<file path="config.mk">
export PLATFORM = sky130hd
export DESIGN_NAME = gpio_in_debounce
export DESIGN_NICKNAME = d
export VERILOG_FILES = /design/src/rtl/gpio_debounce_pkg.sv /design/src/rtl/gpio_sync.sv /design/src/rtl/gpio_in_debounce.sv
export SDC_FILE = /design/constraint.sdc
export NUM_CORES = 1
export LEC_CHECK = 0
export ABC_AREA = 1
export CAP_MARGIN = 20
export CORE_AREA = 2 2 39 41
export DETAILED_ROUTE_END_ITERATION = 8
export DIE_AREA = 0 0 41 43
export PLACE_DENSITY = 0.71
export SYNTH_ARGS = -nofsm -noshare
export SYNTH_HDL_FRONTEND = slang
export SYNTH_SLANG_ARGS = --single-unit
</file>
<file path="constraint.sdc">
create_clock -name CK -period 1.2 [get_ports CK]
set_input_delay 0.12 -clock CK [delete_from_list [all_inputs] [get_ports CK]]
set_output_delay 0.12 -clock CK [all_outputs]
set_load 0.01 [all_outputs]
</file>
<file path="src/rtl/gpio_debounce_pkg.sv">
// Shared types, limits and config check for the GPIO input debounce block.
package gpio_debounce_pkg;

  typedef enum logic {
    StStable,
    StCount
  } deb_state_e;

  localparam int unsigned SYNC_STAGES_MIN     = 2;
  localparam int unsigned DEBOUNCE_CYCLES_MIN = 1;

  // The counter must hold DEBOUNCE_CYCLES-1 without wrapping.
  function automatic bit debounce_cfg_ok(int unsigned cycles, int unsigned width);
    if (width >= 32) return 1'b1;
    return cycles < (32'd1 << width);
  endfunction

endpackage

</file>
<file path="src/rtl/gpio_sync.sv">
// N-stage reset-valued synchronizer; the first stage picks d_i or alt_i via sel_i.
module gpio_sync #(
  parameter int unsigned Stages   = 2,
  parameter logic        ResetVal = 1'b0
) (
  input  logic clk_i,
  input  logic rst_i,
  input  logic sel_i,
  input  logic d_i,
  input  logic alt_i,
  output logic q_o
);

  logic [Stages-1:0] chain_q;

  always_ff @(posedge clk_i or posedge rst_i) begin
    if (rst_i) begin
      chain_q <= {Stages{ResetVal}};
    end else begin
      chain_q <= {chain_q[Stages-2:0], sel_i ? d_i : alt_i};
    end
  end

  assign q_o = chain_q[Stages-1];

endmodule

</file>
<file path="src/rtl/gpio_in_debounce.sv">
// GPIO input conditioning: synchronizer, debounce FSM, registered edge pulses.
// Define GPIO_DEBOUNCE_STICKY_EN to add EVT_CLR / EVT_RISE / EVT_FALL sticky flags.
module gpio_in_debounce
  import gpio_debounce_pkg::*;
#(
  parameter int unsigned SYNC_STAGES     = 2,
  parameter int unsigned CNT_WIDTH       = 8,
  parameter int unsigned DEBOUNCE_CYCLES = 16,
  parameter logic        RESET_VAL       = 1'b0
) (
  input  logic CK,
  input  logic RST,
  input  logic EN,
  input  logic DIN,
`ifdef GPIO_DEBOUNCE_STICKY_EN
  input  logic EVT_CLR,
  output logic EVT_RISE,
  output logic EVT_FALL,
`endif
  output logic DOUT,
  output logic RISE,
  output logic FALL,
  output logic BUSY
);

  if (SYNC_STAGES < SYNC_STAGES_MIN || DEBOUNCE_CYCLES < DEBOUNCE_CYCLES_MIN ||
      !debounce_cfg_ok(DEBOUNCE_CYCLES, CNT_WIDTH)) begin : g_bad_cfg
    $error("gpio_in_debounce: illegal SYNC_STAGES/DEBOUNCE_CYCLES/CNT_WIDTH");
  end

  localparam logic [CNT_WIDTH-1:0] CntOne  = CNT_WIDTH'(1);
  localparam logic [CNT_WIDTH-1:0] CntLast = CNT_WIDTH'(DEBOUNCE_CYCLES - 1);

  deb_state_e           state_q, state_d;
  logic [CNT_WIDTH-1:0] cnt_q, cnt_d;
  logic                 dout_q, dout_d;
  logic                 rise_q, rise_d;
  logic                 fall_q, fall_d;
  logic                 s;

  // With EN low the chain recirculates DOUT, so X never enters and no edge appears on re-enable.
  gpio_sync #(
    .Stages  (SYNC_STAGES),
    .ResetVal(RESET_VAL)
  ) u_sync (
    .clk_i(CK),
    .rst_i(RST),
    .sel_i(EN),
    .d_i  (DIN),
    .alt_i(dout_q),
    .q_o  (s)
  );

  always_comb begin
    state_d = state_q;
    cnt_d   = cnt_q;
    dout_d  = dout_q;
    rise_d  = 1'b0;
    fall_d  = 1'b0;
    if (!EN) begin
      state_d = StStable;
      cnt_d   = '0;
    end else begin
      case (state_q)
        StStable: begin
          if (s == dout_q) begin
            cnt_d = '0;
          end else if (DEBOUNCE_CYCLES == 1) begin
            dout_d = s;
            rise_d = s;
            fall_d = ~s;
          end else begin
            state_d = StCount;
            cnt_d   = CntOne;
          end
        end
        StCount: begin
          if (s == dout_q) begin
            state_d = StStable;
            cnt_d   = '0;
          end else if (cnt_q == CntLast) begin
            dout_d  = s;
            rise_d  = s;
            fall_d  = ~s;
            state_d = StStable;
            cnt_d   = '0;
          end else begin
            cnt_d = cnt_q + 1'b1;
          end
        end
        default: begin
          state_d = StStable;
          cnt_d   = '0;
        end
      endcase
    end
  end

  always_ff @(posedge CK or posedge RST) begin
    if (RST) begin
      state_q <= StStable;
      cnt_q   <= '0;
      dout_q  <= RESET_VAL;
      rise_q  <= 1'b0;
      fall_q  <= 1'b0;
    end else begin
      state_q <= state_d;
      cnt_q   <= cnt_d;
      dout_q  <= dout_d;
      rise_q  <= rise_d;
      fall_q  <= fall_d;
    end
  end

  assign DOUT = dout_q;
  assign RISE = rise_q;
  assign FALL = fall_q;
  assign BUSY = (state_q == StCount);

  cnt_no_overflow_a : assert property (@(posedge CK) disable iff (RST) cnt_q <= CntLast)
    else $error("gpio_in_debounce: debounce counter exceeded DEBOUNCE_CYCLES-1");

`ifdef GPIO_DEBOUNCE_STICKY_EN
  logic evt_rise_q, evt_fall_q;

  // Set has priority over a coincident clear.
  always_ff @(posedge CK or posedge RST) begin
    if (RST) begin
      evt_rise_q <= 1'b0;
      evt_fall_q <= 1'b0;
    end else begin
      if (rise_q) evt_rise_q <= 1'b1;
      else if (EVT_CLR) evt_rise_q <= 1'b0;
      if (fall_q) evt_fall_q <= 1'b1;
      else if (EVT_CLR) evt_fall_q <= 1'b0;
    end
  end

  assign EVT_RISE = evt_rise_q;
  assign EVT_FALL = evt_fall_q;
`endif

endmodule

</file>
==> metrics.yaml <==
status: "completed"
synthMuxAreaShare_pct: 0
finalPower_uw: 810.2
min_path_type: "in -> async"
finalHoldViolCount: 0
seq_area_frac_synth_pct: 54.58
routed_via_density: 4.904
seq_area_um2: 350.3
rsz0062_at_grt: "true"
core_um2: 1384
dp_hpwl_um: 839.3
synth-adder-area-share_pct: 1.949
cp.arrival_ns: 1.36
synth_top_area_share_pct: 54.58
io-pin-count: 8
clk_path_buf_depth: 2
yosys-top-cells-area: "dfrtp_1 55%, nand2_1 8.8%, nor2_1 6.4%"
avgSynthCellArea_um2: 9.040
max_freq_mhz: 850.3
synth-xor-area-share_pct: 5.458
crit_family: "flip-flops"
tritoncts: "done"
grt_use_total_pct: 17.11
ys_types: 16
multi_input_area_um2: 265.3
row_count: 14
first_iter_violations: 6
cpPeakStageDelay_ns: 0.38
clkLatencyLatePin_ns: 0.29
wirelength_um: 1088
worst-setup-path-type: "reg -> reg"
setup_viol: 0
critical_path_peak_fanout: 3
whs_ns: 0.1221
cp-end-kind: "flip-flop"
yosysTopAreaCell: "dfrtp_1"
diodes: 0
crit_buf_inv: 1
maxSlewViolCount: 0
cts_setup_buffers: 0
area_delta_synth_final_pct: 26.71
synthSimpleGateAreaFrac_pct: 28.27
fin_nets: 95
clk_pin_slew_ns: 0.08
htreeDepth: 1
r2r_cells: 6
cts_buffers: 3
fin_util_pct: 58.77
placed_cell_area_um2: 784.5
critPathSlowestCell: "dfrtp_1"
start_util_pct: 46.38
synth_area_um2: 641.9
drc: 0
vdd_drop_max_mv: 0.6134
cp.required_ns: 1.38
r2r-start: "cnt_q[0]"
design_area_um2: 813.3
firstDrtPassIters: 4
syn_inst: 71
antenna_found_initial: 0
grt_pass1_wl_um: 2001
gp_congestion: 0.7804
ys_ff_latch: 14
crit_path_start_kind: "flip-flop"
port_buffers: 7
drive_above_1_share_pct: 22.73
drt-wirelength-per-cell_um: 10.46
hold_buffers: 0
skew_ns: 0.003994
synth_compound_area_share_pct: 3.899
root_buffer: "clkbuf_4"
grt_max_degree: 15
pwr_density_cell_nw_per_um2: 996.2
vias: 510
antenna_left: 0
p_leak_uw: 0.0003968
maxCapViolations: 0
slew_headroom_pct: 84.56
worstReg2RegEnd: "cnt_q[4]"
synth_warnings: 0
overflow: 0
syn_nets: 76
die_w_um: 41
num-fill-cells: 127
r2r_setup_slack_ns: 0.02
dieArea_um2: 1763
post-route-min-period_ns: 1.176
die_h_um: 43
worst_pin_slew_ns: 0.2308
cts_sinks: 14
path_depth: 6
first_global_vias: 496
synth_top_family_by_area: "simple AND/OR/NAND/NOR gates"
path_cells: "ha_1 > nand2_2 > nor2_4 > buf_4 > xnor2_1 > nor2_1"
fin_crit_sh_pct: 98.00
-- worst min-delay path, stage by stage --
cell	delay (ns)
clkdlybuf4s50_1	0.40
inv_1	0.05
buf_4	0.20
-- state kept, by name, summed over array words and instances, names as in the netlist --
register        cells
cnt_q               8
RISE                1
FALL                1
DOUT                1
u_sync.chain_q      2
BUSY                1
-- layout by cell type (no fill, tap or decap), types with 2 or more instances in the layout --
master            n
clkbuf_4          3
nand2_2           3
xor2_1            2
nand3_1           3
inv_1             9
nor2_1           11
buf_4             7
nor2_4            2
o21ai_0           3
xnor2_1           2
clkdlybuf4s50_1   3
dfrtp_1          14
nand2_1          14
dlygate4sd2_1     4
-- cells by family (layout without fill, tap and decap cells) --
kind of cell | after synthesis | in the layout
fa+ha+maj | 1 | 1
compound gates | 5 | 5
simple gates | 37 | 37
buf+inv | 10 | 27
xor+xnor | 4 | 4
flops | 14 | 14
-- area by class of cell --
class,instances,area share [%]
flip-flops and latches,14,43.08
repair buffers,14,14.46
multi-input cells,47,32.62
well taps,16,2.462
inverters,10,4.615
clock buffers,3,2.769
-- per-stage QoR --
stage / worst slack [ns] / setup TNS [ns] / instances
after floorplan: 0.06281 / 0 / 71
after global placement: 0.02730 / 0 / 101
after detailed placement: -0.01733 / -0.05054 / 101
after CTS: 0.02455 / 0 / 104
after global routing: -0.09310 / -0.3726 / 104
final: 0.02394 / 0 / 104
-- repair_timing --
item | 4_1_cts | 5_1_grt
endpoints found under the setup margin | 9 | 9
hold endpoints to repair | 0 | 0
resized for setup | 5 | 2
-- report_power, final --
part	leakage (uW)	total, uW	internal [uW]	switching (uW)
registers	0.000183	486	480	5.85
clock network	0.0000138	263	117	146
logic	0.000200	60.9	27.9	33.1
-- synth_stat cells (all sizes together) --
cell type  number
nand2          17
xor2            2
nand3           5
ha              1
nor2           14
nor3            1
dfrtp          14
o21ai           3
inv            10
a21oi           2
xnor2           2
-- routing by layer --
layer	GRT usage (%)	share of wire, %	routed length [um]	vias up
li1	-	-	-	255
met1	23.37	44	475	234
met2	24.38	48	525	16
met3	4.712	4.9	53	5
met4	8.000	3.1	34	0
met5	0	0	0	-
-- worst max path at each step --
stage	from	endpoint	slack, ns
detailed placement	cnt_q[1]	cnt_q[5]	-0.02
finish	cnt_q[0]	cnt_q[4]	0.02
global placement	cnt_q[0]	cnt_q[3]	0.03
CTS	cnt_q[0]	cnt_q[4]	0.02
floorplan	cnt_q[0]	cnt_q[5]	0.06
global route	cnt_q[1]	RISE	-0.09
No activity file was read; power rests on OpenSTA's default activity.
